**config.mk**
```make
export PLATFORM = sky130hd
export DESIGN_NAME = limber_gnrl_eth_fcs_tx
export DESIGN_NICKNAME = d
export VERILOG_FILES = /design/src/rtl/limber_gnrl_eth_fcs_tx.sv
export SDC_FILE = /design/constraint.sdc
export NUM_CORES = 1
export LEC_CHECK = 0
export BUFFER_PORTS_ARGS = -buffer_cell sky130_fd_sc_hd__buf_2
export CAP_MARGIN = 25
export CORE_AREA = 3 3 98 76
export CTS_BUF_LIST = sky130_fd_sc_hd__clkbuf_4 sky130_fd_sc_hd__clkbuf_8
export CTS_CLUSTER_SIZE = 28
export DETAILED_ROUTE_END_ITERATION = 7
export DIE_AREA = 0 0 101 79
export GPL_TIMING_DRIVEN = 0
export PLACE_DENSITY_LB_ADDON = 0.12
export SYNTH_ARGS = -nofsm -noshare
export SYNTH_HDL_FRONTEND = slang
export SYNTH_SLANG_ARGS = --single-unit
```
**constraint.sdc**
```tcl
create_clock -name i_clk -period 3.1 [get_ports i_clk]
set_input_delay 0.62 -clock i_clk [delete_from_list [all_inputs] [get_ports i_clk]]
set_output_delay 0.62 -clock i_clk [all_outputs]
set_load 0.1 [all_outputs]
```
**src/rtl/limber_gnrl_eth_fcs_tx.sv**
```systemverilog
// limber_gnrl_eth_fcs_tx: passes frame content through and appends the 4-byte
// IEEE 802.3 FCS, then holds off new frames for a programmable inter-frame gap.
// Optional minimum-size zero padding is compiled in with LIMBER_FCS_PAD_EN.
module limber_gnrl_eth_fcs_tx #(
  parameter int unsigned IFG_CYCLES = 12,
  parameter int unsigned MIN_FRAME  = 60
) (
  input  logic        i_clk,
  input  logic        i_rst,
  input  logic [7:0]  i_data,
  input  logic        i_valid,
  input  logic        i_last,
  output logic        o_ready,
  output logic [7:0]  o_data,
  output logic        o_valid,
  output logic        o_last,
  input  logic        i_ready,
  output logic        o_busy,
  output logic [15:0] o_frame_cnt
);

  localparam int unsigned IFG_W    = (IFG_CYCLES > 1) ? $clog2(IFG_CYCLES) : 1;
  localparam int unsigned IFG_LAST = (IFG_CYCLES > 0) ? (IFG_CYCLES - 1) : 0;
  localparam logic [31:0] CRC_INIT = 32'hFFFF_FFFF;

`ifdef LIMBER_FCS_PAD_EN
  typedef enum logic [2:0] {S_IDLE, S_DATA, S_PAD, S_FCS, S_IFG} state_t;
`else
  typedef enum logic [2:0] {S_IDLE, S_DATA, S_FCS, S_IFG} state_t;
`endif

  state_t             state, state_nxt;
  logic [31:0]        crc;
  logic [15:0]        byte_cnt;
  logic [15:0]        cnt_inc;
  logic [2:0]         fcs_idx;
  logic [IFG_W-1:0]   ifg_cnt;
  logic [31:0]        fcs_word;
  logic [7:0]         fcs_byte;
  logic               out_adv;
  logic               in_acc;
  logic               load_in, load_pad, load_fcs, drain, fcs_done;

  // Reflected CRC-32 (poly 0x04C11DB7) folded one byte at a time, LSB first
  function automatic logic [31:0] crc32_byte(input logic [31:0] c, input logic [7:0] d);
    logic [31:0] r;
    r = c ^ {24'd0, d};
    for (int i = 0; i < 8; i++) begin
      r = r[0] ? ((r >> 1) ^ 32'hEDB8_8320) : (r >> 1);
    end
    return r;
  endfunction

  assign out_adv  = ~o_valid | i_ready;
  assign o_ready  = ~i_rst & ((state == S_IDLE) | (state == S_DATA)) & out_adv;
  assign in_acc   = i_valid & o_ready;
  assign cnt_inc  = (byte_cnt == 16'hFFFF) ? byte_cnt : (byte_cnt + 16'd1);
  assign fcs_word = ~crc;
  assign fcs_byte = 8'(fcs_word >> {fcs_idx[1:0], 3'b000});
  assign o_busy   = (state != S_IDLE);

  // State register
  always_ff @(posedge i_clk or posedge i_rst) begin
    if (i_rst) state <= S_IDLE;
    else       state <= state_nxt;
  end

  // Next-state and datapath strobes
  always_comb begin
    state_nxt = state;
    load_in   = 1'b0;
    load_pad  = 1'b0;
    load_fcs  = 1'b0;
    drain     = 1'b0;
    fcs_done  = 1'b0;
    case (state)
      S_IDLE, S_DATA: begin
        if (in_acc) begin
          load_in = 1'b1;
          if (i_last) begin
`ifdef LIMBER_FCS_PAD_EN
            state_nxt = (cnt_inc < 16'(MIN_FRAME)) ? S_PAD : S_FCS;
`else
            state_nxt = S_FCS;
`endif
          end else begin
            state_nxt = S_DATA;
          end
        end else if (out_adv) begin
          drain = 1'b1;
        end
      end
`ifdef LIMBER_FCS_PAD_EN
      S_PAD: begin
        if (out_adv) begin
          load_pad = 1'b1;
          if (cnt_inc == 16'(MIN_FRAME)) state_nxt = S_FCS;
        end
      end
`endif
      S_FCS: begin
        if (fcs_idx != 3'd4) begin
          load_fcs = out_adv;
        end else if (i_ready) begin
          fcs_done  = 1'b1;
          state_nxt = (IFG_CYCLES == 0) ? S_IDLE : S_IFG;
        end
      end
      S_IFG: begin
        if (ifg_cnt == IFG_W'(IFG_LAST)) state_nxt = S_IDLE;
      end
      default: state_nxt = S_IDLE;
    endcase
  end

  // Output register, CRC accumulator and counters
  always_ff @(posedge i_clk or posedge i_rst) begin
    if (i_rst) begin
      o_data      <= 8'h00;
      o_valid     <= 1'b0;
      o_last      <= 1'b0;
      crc         <= CRC_INIT;
      byte_cnt    <= 16'd0;
      fcs_idx     <= 3'd0;
      ifg_cnt     <= '0;
      o_frame_cnt <= 16'd0;
    end else begin
      if (load_in) begin
        o_data   <= i_data;
        o_valid  <= 1'b1;
        o_last   <= 1'b0;
        crc      <= crc32_byte(crc, i_data);
        byte_cnt <= cnt_inc;
      end else if (load_pad) begin
        o_data   <= 8'h00;
        o_valid  <= 1'b1;
        o_last   <= 1'b0;
        crc      <= crc32_byte(crc, 8'h00);
        byte_cnt <= cnt_inc;
      end else if (load_fcs) begin
        o_data   <= fcs_byte;
        o_valid  <= 1'b1;
        o_last   <= (fcs_idx == 3'd3);
        fcs_idx  <= fcs_idx + 3'd1;
      end else if (drain || fcs_done) begin
        o_valid  <= 1'b0;
        o_last   <= 1'b0;
      end
      // Frame complete: count it and re-arm the CRC for the next frame
      if (fcs_done) begin
        o_frame_cnt <= o_frame_cnt + 16'd1;
        crc         <= CRC_INIT;
        byte_cnt    <= 16'd0;
        fcs_idx     <= 3'd0;
      end
      if (state == S_IFG) begin
        ifg_cnt <= (ifg_cnt == IFG_W'(IFG_LAST)) ? '0 : (ifg_cnt + IFG_W'(1));
      end
    end
  end

endmodule

```
* Yosys cells after proc, flatten, opt, wreduce, memory -nomap -nowiden
Cells that the tools add are included.
** Operators by class
- Div/mod/pow operators :: 0
- Mux-type cells :: 37
- Eq/ne operators :: 11
- $lt $le $gt $ge :: 0
- Shift-type cells :: 1
- $mul :: 0
- Bitwise gates (word level) :: 17
- Add/subtract/negate cells :: 3
- Reduce and logical (&&, ||, !) cells :: 10
** Operators by type and width (number)
- $mux W32 :: 10
- $not A13 Y14 :: 8
- $not A32 Y32 :: 1
- $shr A32 B5 Y8 :: 1
- $xor A32 B8 Y32 :: 1
- $mux W3 :: 7
- $add A16 B1 Y16 const B :: 1
- $mux W8 :: 2
- $mux W1 :: 15
- $eq A3 B2 Y1 const B :: 3
- $pmux W3 S3 :: 1
- $ne A2 B2 Y1 const B :: 3
- $reduce_bool A2 Y1 :: 3
- $reduce_bool A3 Y1 :: 2
- $add A4 B1 Y4 const B :: 1
- $eq A4 B4 Y1 const B :: 1
- $mux W4 :: 1
- $ne A2 B1 Y1 const B :: 2
- $reduce_and A4 Y1 :: 1
- $add A3 B1 Y3 const B :: 1
- $and A1 B1 Y1 :: 3
- $eq A3 B1 Y1 const B :: 1
- $logic_not A3 Y1 :: 1
- $ne A3 B3 Y1 const B :: 1
- 6 further kinds :: 8
** Storage, ports and cells
- Bits in writable memories :: 0
- Output and inout bits :: 28
- Logic and storage cells :: 87
- Memories :: 0
- Flip-flop bits (word level) :: 68
- Memory bits (read-only) :: 0
- Bits in latches :: 0
- Bits of input ports :: 13

* Logic depth before layout (Yosys ltp)
Gate-level depths: netlist (run 1).
- Depth in word-level cells :: 19
- Mapped depth :: 9
- Depth with buffers taken out :: 6

* Worst setup path after synthesis (run 1)
No wires, ideal clock.
- Path type :: reg-to-output
- Start :: register o_valid
- End :: output o_ready
- Path buffers :: 0
- Arrival time :: 3.074 ns
- Stages on the path, launching flop included :: 3
- Required time :: 2.480 ns
- Setup slack :: -0.594 ns
- Cell sequence :: dfrtp_1 nor2b_1 nor3_1
** On the way
- Longest elaborated chain between the ends :: 3
** RTL lines
- start, declared :: line 15 : output logic o_valid,
- start signal, assigned :: line 120 : o_valid <= 1'b0;
- start signal, assigned :: line 130 : o_valid <= 1'b1;
- start signal, assigned :: line 136 : o_valid <= 1'b1;
- $not A1 Y1 :: line 54 : assign out_adv = ~o_valid | i_ready;
- $or A1 B1 Y1 :: line 54
- $and A1 B1 Y1 :: line 55 : assign o_ready = ~i_rst & ((state == S_IDLE) | (state == S_DATA)) & out_adv;
- end, declared :: line 13 : output logic o_ready,
No other way between the ends.

* Final worst setup path (run 1)
- Start :: register fcs_idx[0]
- End :: register o_data[5]
** On the way
- Longest elaborated chain between the ends :: 4
- Elaborated cells on any way between the ends :: 7
- Classes of those cells :: 1 x eq/ne; 1 x shift; 4 x mux; 1 x reduce/logical
** RTL lines
- start, declared :: line 36 : logic [2:0] fcs_idx;
- start signal, assigned :: line 144 : fcs_idx <= fcs_idx + 3'd1;
- branches (longest 4 deep; another with $shr A32 B5 Y8)
- end signal, assigned :: line 129 : o_data <= i_data;
- end signal, assigned :: line 141 : o_data <= fcs_byte;
- end, declared :: line 14 : output logic [7:0] o_data,
Parallel ways; which one is timed is not known. The select of a mux whose other input is x is not followed.
A chain may end at the register's enable or synchronous reset.

==> run_results.csv, run 1 <==
group,metric,value,unit
routing,dr.first_iter.drc_count,166,
die,ios,41,
cts,cts_made_buffers,9,
layout,diodes,0,
layout,drive_gt1_frac,0.282,
status,status,"complete, no violations",
sta,setup_violations,0,
sta,slew_headroom,0.466,
sta,min_period,2790,ps
worst_setup_path,r2r_start,"fcs_idx[0]",
sta,setup_ws,314,ps
routing,drtPass1Iterations,4,
layout,final_nets,403,
die,die_x,101,microns
die,row_count,25,
cts,clkTransAtPathRegs,80,ps
die,start_util,0.608,
routing,finalWirelength,8840,microns
placed_design,post-dp-hpwl,6220,microns
cts,cts_sinks,67,
sta,final_hold_viol_count,0,
yosys,syn_inst,334,
worst_setup_path,critical_path.endpoint_type,"flop",
die,core-area,0.00644,sq mm
cts,cts_tree,"built",
yosys,ys_seq_area_frac,0.438,
layout,stdcell_area,0.00443,sq mm
placed_design,pre_cts_slack,92.8,ps
sta,fmax,359,MHz
sta,tightest_slew,802,ps
worst_setup_path,cp_max_fo,10,
routing,antenna_left,0,
run,maxCapViolations,0,
yosys,synth-seq-cells,67,
worst_setup_path,cp.required,3330,ps
layout,syn2layout_area_growth,13.1,%
yosys,yosysTopAreaCell,"dfrtp_1",
placed_design,gp_congestion,0.820,
placed_design,port_buffers,40,
die,fp.dieArea,0.00798,sq mm
routing,routedWlPerCell,18.8,microns
yosys,synth_area,0.00392,sq mm
routing,viasPerCell,5.91,
yosys,netlist.area_leader.share,0.224,
global_routing,antenna_found_initial,0,
global_routing,grt_pass1_wl,14600,microns
worst_setup_path,crit_start,"fcs_idx[0]",
routing,drc_errors,0,
global_routing,grtUsageTotal,0.245,
placed_design,dpl-instance-area,0.00423,sq mm
die,die_h,79,microns
worst_setup_path,worstSetupPathType,"flop to flop",
sta,slew_viol_final,0,
yosys,synth_cell_types,41,
worst_hold_path,hp-class,"primary input to asynchronous set/reset pin",
sta,post-route-period-util,0.899,
global_routing,grt_max_degree,68,
cts,htree_levels,3,
sta,rsz0062_at_grt,"no",
worst_setup_path,cp.arrival,3020,ps
cts,cts_buffer_depth,2,
cts,clock_latency,350,ps
worst_setup_path,startpoint_type,"flop",
yosys,yosysWarnings,0,
global_routing,first_global_vias,2743,
global_routing,grt_remaining_overflow,0,
sta,skew,11.7,ps
routing,num_vias,2785,
yosys,syn-num-nets,352,
yosys,avgSynthCellArea,11.7,sq um
cts,clockRootBuffer,"clkbuf_8",
yosys,yosys-top-cells-area,"dfrtp_1 (22%), dfstp_2 (21%), xnor3_1 (8.6%), xnor2_1 (7.8%), nor3_1 (4.9%)",
-- routing by layer --
metal | routed length, microns | global-route usage | up-vias | part of all wire
met5 | 0 | 0 | - | 0
met1 | 4040 | 0.358 | 1375 | 0.46
met4 | 99 | 0.0730 | 0 | 0.011
met2 | 3910 | 0.360 | 108 | 0.44
met3 | 793 | 0.0641 | 8 | 0.090
li1 | - | - | 1294 | -
-- stage by stage --
step	utilization	cells	TNS, ps	hold slack, ps
global placement	0.656	455	-3500	452
detailed placement	0.656	455	0	464
floorplan	-	334	0	507
CTS	0.687	471	0	471
finish	0.688	471	0	450
global route	0.688	471	0	500
-- layout make-up --
type | count | area (sq um)
multi-input cells | 238 | 2100
fillers | 474 | 2010
flip-flops and latches | 67 | 1720
repair buffers | 40 | 200
clock buffers | 10 | 138
well taps | 81 | 101
plain buffers | 19 | 73.8
clock inverters | 6 | 65.1
inverters | 10 | 40.0
-- logic make-up after synthesis --
group / after synthesis / synth area share
flops: 67 / 0.438
compound gates: 56 / 0.0875
mux: 9 / 0.0498
simple gates: 90 / 0.116
xor+xnor: 78 / 0.264
buf+inv: 29 / 0.0278
fa+ha+maj: 5 / 0.0160
-- cells in the mapped netlist (all sizes together) --
| cell type | count |
|---|---|
| nor2 | 12 |
| dfstp | 32 |
| dfrtp | 35 |
| xnor3 | 16 |
| nor4 | 1 |
| nor3 | 38 |
| and4 | 2 |
| ha | 5 |
| a221o | 9 |
| nor2b | 2 |
| mux2 | 1 |
| clkbuf | 18 |
| a21oi | 33 |
| a21o | 1 |
| or2 | 1 |
| a22o | 1 |
| mux4 | 8 |
| o21bai | 1 |
| nand4 | 5 |
| o22ai | 1 |
| nand3 | 7 |
| or4bb | 1 |
| and2 | 3 |
| nand2 | 15 |
| nand2b | 1 |
| nor4b | 1 |
| a31oi | 1 |
| xor2 | 18 |
| xor3 | 3 |
| xnor2 | 41 |
| inv | 10 |
| o211ai | 1 |
| o21ai | 8 |
| buf | 1 |
| and4b | 1 |
-- worst paths after layout --
kind / end / slack, ps / cells past startpoint
setup / recovery: o_data[5] / 310 / 9
hold / removal: state[1] / 450 / 2
setup reg to reg: o_data[5] / 310 / 9
hold reg to reg: o_frame_cnt[15] / 470 / 1
max in group asynchronous: o_data[5] / 2130 / 2
min in group i_clk: o_frame_cnt[15] / 470 / 1
-- flip-flops by register name, indices dropped and copies added (netlist names) --
signal       count
crc             32
o_frame_cnt     16
o_data           8
ifg_cnt          4
fcs_idx          3
state            2
o_last           1
o_valid          1
-- placed cells by master (no fill, tap or decap), drive strengths merged, types with 7 or more instances in the layout --
cell,n
a21oi,33
a221o,9
buf,40
clkbuf,29
dfrtp,35
dfstp,32
inv,10
mux4,8
nand2,15
nand3,7
nor2,12
nor3,38
o21ai,8
xnor2,41
xnor3,16
xor2,18
-- worst max-delay path, cell delays in order (launching register included) --
cell,delay [ps]
dfrtp_1,420
clkbuf_2,320
inv_1,80
ha_1,230
nand2_1,60
or4bb_1,460
clkbuf_1,260
nor2b_1,210
clkbuf_1,280
a221o_1,360
-- what timing repair did --
item | CTS | global route
hold buffers | 0 | 0
endpoints found under the hold margin | 0 | 0
setup endpoints to repair | 0 | 8
gates resized for setup | 0 | 3
setup buffers | 0 | 0
Power of run 1 is left out: the tool's default activity adds up to more than one toggle a clock period on the data nets, which glitch-free logic cannot reach.
==> inputs of run 2 (changes only) <==
ABC_AREA = 1   (was default)
CORE_AREA = 3 3 104 81   (was 3 3 98 76)
CTS_CLUSTER_DIAMETER = 60   (was default)
DIE_AREA = 0 0 107 84   (was 0 0 101 79)
==> run_results.csv, run 2 <==
group,metric,value,unit
status,status,"complete, no violations",
die,die_h,84,microns
placed_design,dpl-instance-area,0.00477,sq mm
yosys,synth_commonest_cells,"nand2_1 (251), inv_1 (96), nand3_1 (43), o21ai_0 (43)",
global_routing,first_global_vias,4219,
power,p_comb_frac,0.580,
sta,rsz0062_at_grt,"no",
layout,drive_gt1_frac,0.168,
global_routing,grtUsageTotal,0.290,
layout,largest_reg_flops,32,
layout,layout_common_cells,"nand2_1 (251), inv_1 (95), buf_2 (47)",
sta,post-route-period-util,0.834,
global_routing,grt_max_degree,36,
placed_design,gp_congestion,0.952,
routing,viasPerCell,5.50,
cts,cts_made_buffers,9,
layout,largestRegisters,"crc x32, o_frame_cnt x16, o_data x8",
layout,fin_util,0.676,
layout,syn2layout_area_growth,13.0,%
die,ios,41,
run,maxCapViolations,0,
yosys,syn_inst,650,
yosys,synth-seq-cells,67,
cts,cts_buffer_depth,2,
layout,diodes,0,
layout,mostFrequentLayoutCell,"nand2_1",
die,fp.dieArea,0.00899,sq mm
power,leakage,2.74,nW
sta,setup_violations,0,
worst_setup_path,cp.arrival,2800,ps
power,switching_share,0.541,
worst_setup_path,cp_top_family,"buffers and inverters",
yosys,avgSynthCellArea,6.80,sq um
sta,tightest_slew,756,ps
routing,num_vias,4440,
global_routing,antenna_found_initial,0,
cts,clock_latency,350,ps
sta,skew,9.19,ps
worst_setup_path,path_buf_inv,3,
worst_setup_path,reg2reg_slack,510,ps
worst_setup_path,slowest_stage,"dfrtp_1",
global_routing,grt_remaining_overflow,0,
die,start_util,0.598,
yosys,syn-num-nets,668,
layout,regMostFlops,"crc",
yosys,synthArstFlopShare,1.00,
power,vdd_drop_max,0.936,mV
yosys,yosysWarnings,0,
yosys,yosysTopAreaCell,"nand2_1",
sta,min_period,2590,ps
cts,postCtsSetupRepairBufs,0,
routing,dr.first_iter.drc_count,443,
sta,slew_headroom,0.495,
routing,finalWirelength,12300,microns
layout,multi_input_area,0.00227,sq mm
routing,drc_errors,0,
worst_hold_path,hp-class,"primary input to asynchronous set/reset pin",
placed_design,port_buffers,40,
cts,clockRootBuffer,"clkbuf_8",
power,p_int,0.00276,W
yosys,netlist.area_leader.share,0.213,
worst_setup_path,worstSetupPathType,"flop to flop",
yosys,synth.most_common_cell,"nand2_1",
power,p_clk_frac,0.144,
routing,routedWlPerCell,15.2,microns
yosys,yosys-top-cells-area,"nand2_1 (21%), dfrtp_1 (20%), dfstp_2 (19%), inv_1 (8.1%), nand3_1 (4.9%)",
yosys,synthFlopType,"dfrtp_1",
cts,clkTransAtPathRegs,80,ps
yosys,synth_area,0.00442,sq mm
worst_setup_path,crit_chain,"inv_1 > clkbuf_1 > ha_1 > nand2_1 > nand3_1 > nand2_1 > clkinv_1 > nand2_1 > o221ai_1",
cts,cts_resized,0,
layout,final_nets,720,
die,row_count,27,
worst_setup_path,startpoint_type,"flop",
power,power_density,1200,mW/mm^2
layout,seq_area,0.00172,sq mm
yosys,synth_cell_types,31,
worst_setup_path,crit_path_frequent_cell,"nand2_1",
power,seqPwrFrac,0.276,
layout,stdcell_area,0.00500,sq mm
cts,cts_sinks,67,
cts,htree_levels,3,
global_routing,grt_pass1_wl,20700,microns
cts,cts_tree,"built",
power,power.switching,0.00326,W
routing,antenna_left,0,
placed_design,post-dp-hpwl,8910,microns
sta,final_hold_viol_count,0,
worst_setup_path,critical_path.endpoint_type,"flop",
worst_setup_path,cp_max_fo,10,
yosys,synth_edf_count,0,
yosys,ys_seq_area_frac,0.388,
sta,slew_viol_final,0,
die,core-area,0.00740,sq mm
routing,drtPass1Iterations,5,
cts,cts-hold-fix-buffers,0,
die,die_x,107,microns
worst_setup_path,cpPeakStageDelay,560,ps
sta,fmax,387,MHz
layout,nFillCells,659,
worst_setup_path,cp.required,3310,ps
## run 2: cells by family after synthesis
logic type                 share of synthesized area
adders and majority gates                     0.0141
and+or+nand+nor                                0.329
xor gates and xnor gates                      0.0653
DFF                                            0.388
buffers and inverters                         0.0979
muxes                                        0.00255
AOI/OAI and AO/OA                              0.103
## run 2: routing by layer
layer	routed length, microns	up-vias	global-route usage
li1	-	2125	-
met1	5590	2042	0.424
met2	5320	242	0.432
met3	1170	31	0.0557
met4	225	0	0.0918
met5	0	-	0
## run 2: final cells by class
cell class | count | share of cell area
Inverter | 102 | 0.0766
Timing Repair Buffer | 41 | 0.0440
Clock inverter | 5 | 0.0170
Sequential cell | 67 | 0.343
Tap cell | 101 | 0.0253
Buffer | 11 | 0.0100
Clock buffer | 11 | 0.0290
Multi-Input combinational cell | 470 | 0.455
## run 2: metrics by stage
stage	hold WS, ps	instances	total power [W]	worst slack, ps	TNS [ps]
after floorplan	485	650	0.00429	384	0
after global placement	474	791	0.00497	-35.4	-1090
after detailed placement	487	792	0.00506	569	0
after CTS	442	808	0.00594	551	0
after global routing	489	808	0.00646	280	0
final	411	808	0.00602	514	0
## run 2: final timing paths
kind	start	end	cells past startpoint
setup / recovery	fcs_idx[1]	o_data[7]	9
hold / removal	i_rst	o_frame_cnt[2]	2
setup reg to reg	fcs_idx[1]	o_data[7]	9
hold reg to reg	o_frame_cnt[12]	o_frame_cnt[12]	1
max in group asynchronous	i_rst	crc[4]	3
min in group i_clk	o_frame_cnt[12]	o_frame_cnt[12]	1
## run 2: power groups by stage
stage                     combinational, W  clock, W  sequential [W]
after global routing               0.00385  0.000907         0.00171
after floorplan                    0.00207         0         0.00222
after CTS                          0.00343  0.000870         0.00165
after global placement             0.00332         0         0.00165
after detailed placement           0.00340         0         0.00166
final                              0.00349  0.000869         0.00166
Power figures use the tool's default switching activity.
==> inputs of run 3 (changes only) <==
CORE_AREA = 3 3 107 83   (was 3 3 104 81)
DIE_AREA = 0 0 110 86   (was 0 0 107 84)
clock period = 2.08 ns   (was 3.1 ns; I/O delays follow)
==> run_results.csv, run 3 (synthesis results as in run 2) <==
group,metric,value,unit
status,status,"complete, no violations",
routing,antenna_left,0,
routing,num_vias,4390,
layout,syn2layout_area_growth,14.1,%
layout,diodes,0,
worst_setup_path,cp.required,1660,ps
layout,largestRegisters,"crc x32, o_frame_cnt x16, o_data x8",
routing,drtPass1Iterations,5,
sta,slew_headroom,0.510,
sta,tightest_slew,733,ps
placed_design,post-dp-hpwl,8980,microns
placed_design,placed_cells,796,
global_routing,grt_pass1_wl,20200,microns
layout,final_nets,719,
placed_design,pre_cts_slack,-484,ps
die,start_util,0.561,
sta,rsz0062_at_grt,"no",
layout,largest_reg_flops,32,
routing,finalWirelength,12300,microns
sta,slew_viol_final,0,
power,leakage,2.72,nW
worst_hold_path,hp-class,"primary input to asynchronous set/reset pin",
run,maxCapViolations,0,
layout,regMostFlops,"crc",
cts,clockRootBuffer,"clkbuf_8",
die,core-area,0.00788,sq mm
layout,layout_common_cells,"nand2_1 (245), inv_1 (92), buf_2 (45)",
sta,final_hold_viol_count,0,
cts,htree_levels,3,
worst_setup_path,cp_max_fo,7,
worst_setup_path,crit_chain,"inv_2 > nand2_2 > nor2_4 > buf_2",
sta,fmax,495,MHz
power,power,0.00888,W
die,ios,41,
sta,skew,4.45,ps
global_routing,first_global_vias,4034,
die,fp.dieArea,0.00946,sq mm
worst_setup_path,cpPeakStageDelay,440,ps
routing,drc_errors,0,
routing,dr.first_iter.drc_count,486,
worst_setup_path,critical_path.endpoint_type,"output pin",
cts,cts_sinks,67,
routing,routedWlPerCell,15.2,microns
worst_setup_path,slowest_stage,"dfrtp_1",
cts,cts_made_buffers,9,
worst_setup_path,worstSetupPathType,"flop to output pin",
placed_design,gp_congestion,0.988,
global_routing,grt_max_degree,36,
routing,viasPerCell,5.41,
worst_setup_path,path_depth,4,
cts,cts_tree,"built",
worst_setup_path,cp.arrival,1600,ps
layout,fin_cells,811,
layout,mostFrequentLayoutCell,"nand2_1",
cts,cts_buffer_depth,2,
die,die_h,86,microns
power,power_density,1760,mW/mm^2
global_routing,grt_remaining_overflow,0,
power,vdd_drop_max,1.24,mV
sta,post-route-period-util,0.971,
cts,cts-hold-fix-buffers,0,
worst_setup_path,startpoint_type,"flop",
die,die_x,110,microns
sta,min_period,2020,ps
worst_setup_path,path_buf_inv,2,
cts,clock_latency,360,ps
global_routing,antenna_found_initial,0,
sta,setup_ws,61.2,ps
cts,clkTransAtPathRegs,70,ps
layout,drive_gt1_frac,0.193,
global_routing,grtUsageTotal,0.278,
worst_setup_path,reg2reg_depth,11,
sta,setup_violations,0,
placed_design,port_buffers,40,
worst_setup_path,cp_top_family,"buffers and inverters",
die,row_count,28,
sta,holdWs,207,ps
==> run 3: cell count changes in the layout (fill, tap and decap cells not counted), sizes merged <==
cell,delta
bufinv,-1
clkbuf,-2
clkinv,+1
clkinvlp,+5
inv,-4
==> run 3: cell type report <==
type                       count  area, sq um
timing repair buffer          43          235
clock buffer                  10          138
fill                         718         2840
clock inverter                 6         63.8
tap                          105          131
multi-input combinational    470         2310
inverter                     102          399
buffer                         8         43.8
sequential                    67         1730
==> run 3: report_power, final <==
| part | switching [W] | internal [W] |
|---|---|---|
| combinational | 0.00387 | 0.00141 |
| clock | 0.000533 | 0.000585 |
| sequential | 0.000448 | 0.00204 |
| total | 0.00485 | 0.00403 |
==> run 3: layer usage <==
metal  track usage  wire length (microns)  vias to the layer above
li1              -                      -                     2135
met1         0.395                   5570                     2049
met2         0.414                   5310                      177
met3        0.0655                   1170                       29
met4        0.0997                    266                        0
met5             0                      0                        -
==> run 3: path summary, 6_finish.rpt <==
kind                                 startpoint               to  slack [ps]
min in group i_clk                       i_last         state[0]         380
worst max-delay path                   state[1]          o_ready          60
worst max register to register       fcs_idx[1]  o_frame_cnt[15]         130
worst min-delay path                      i_rst        o_data[7]         210
max in group asynchronous                 i_rst          crc[20]        1190
worst min register to register  o_frame_cnt[12]  o_frame_cnt[12]         500
==> run 3: what timing repair did <==
| item | 4_1_cts | 5_1_grt |
|---|---|---|
| resized for setup | 4 | 5 |
| endpoints found under the setup margin | 61 | 22 |
| buffers inserted | 2 | 0 |
==> run 3: stage by stage <==
| step | TNS, ps | util | cell area [sq um] |
|---|---|---|---|
| final | 0 | 0.640 | 5040 |
| after global routing | 0 | 0.640 | 5040 |
| after CTS | 0 | 0.639 | 5030 |
| after detailed placement | -16270 | 0.611 | 4810 |
| after global placement | -14160 | 0.608 | 4790 |
| after floorplan | 0 | - | 4460 |
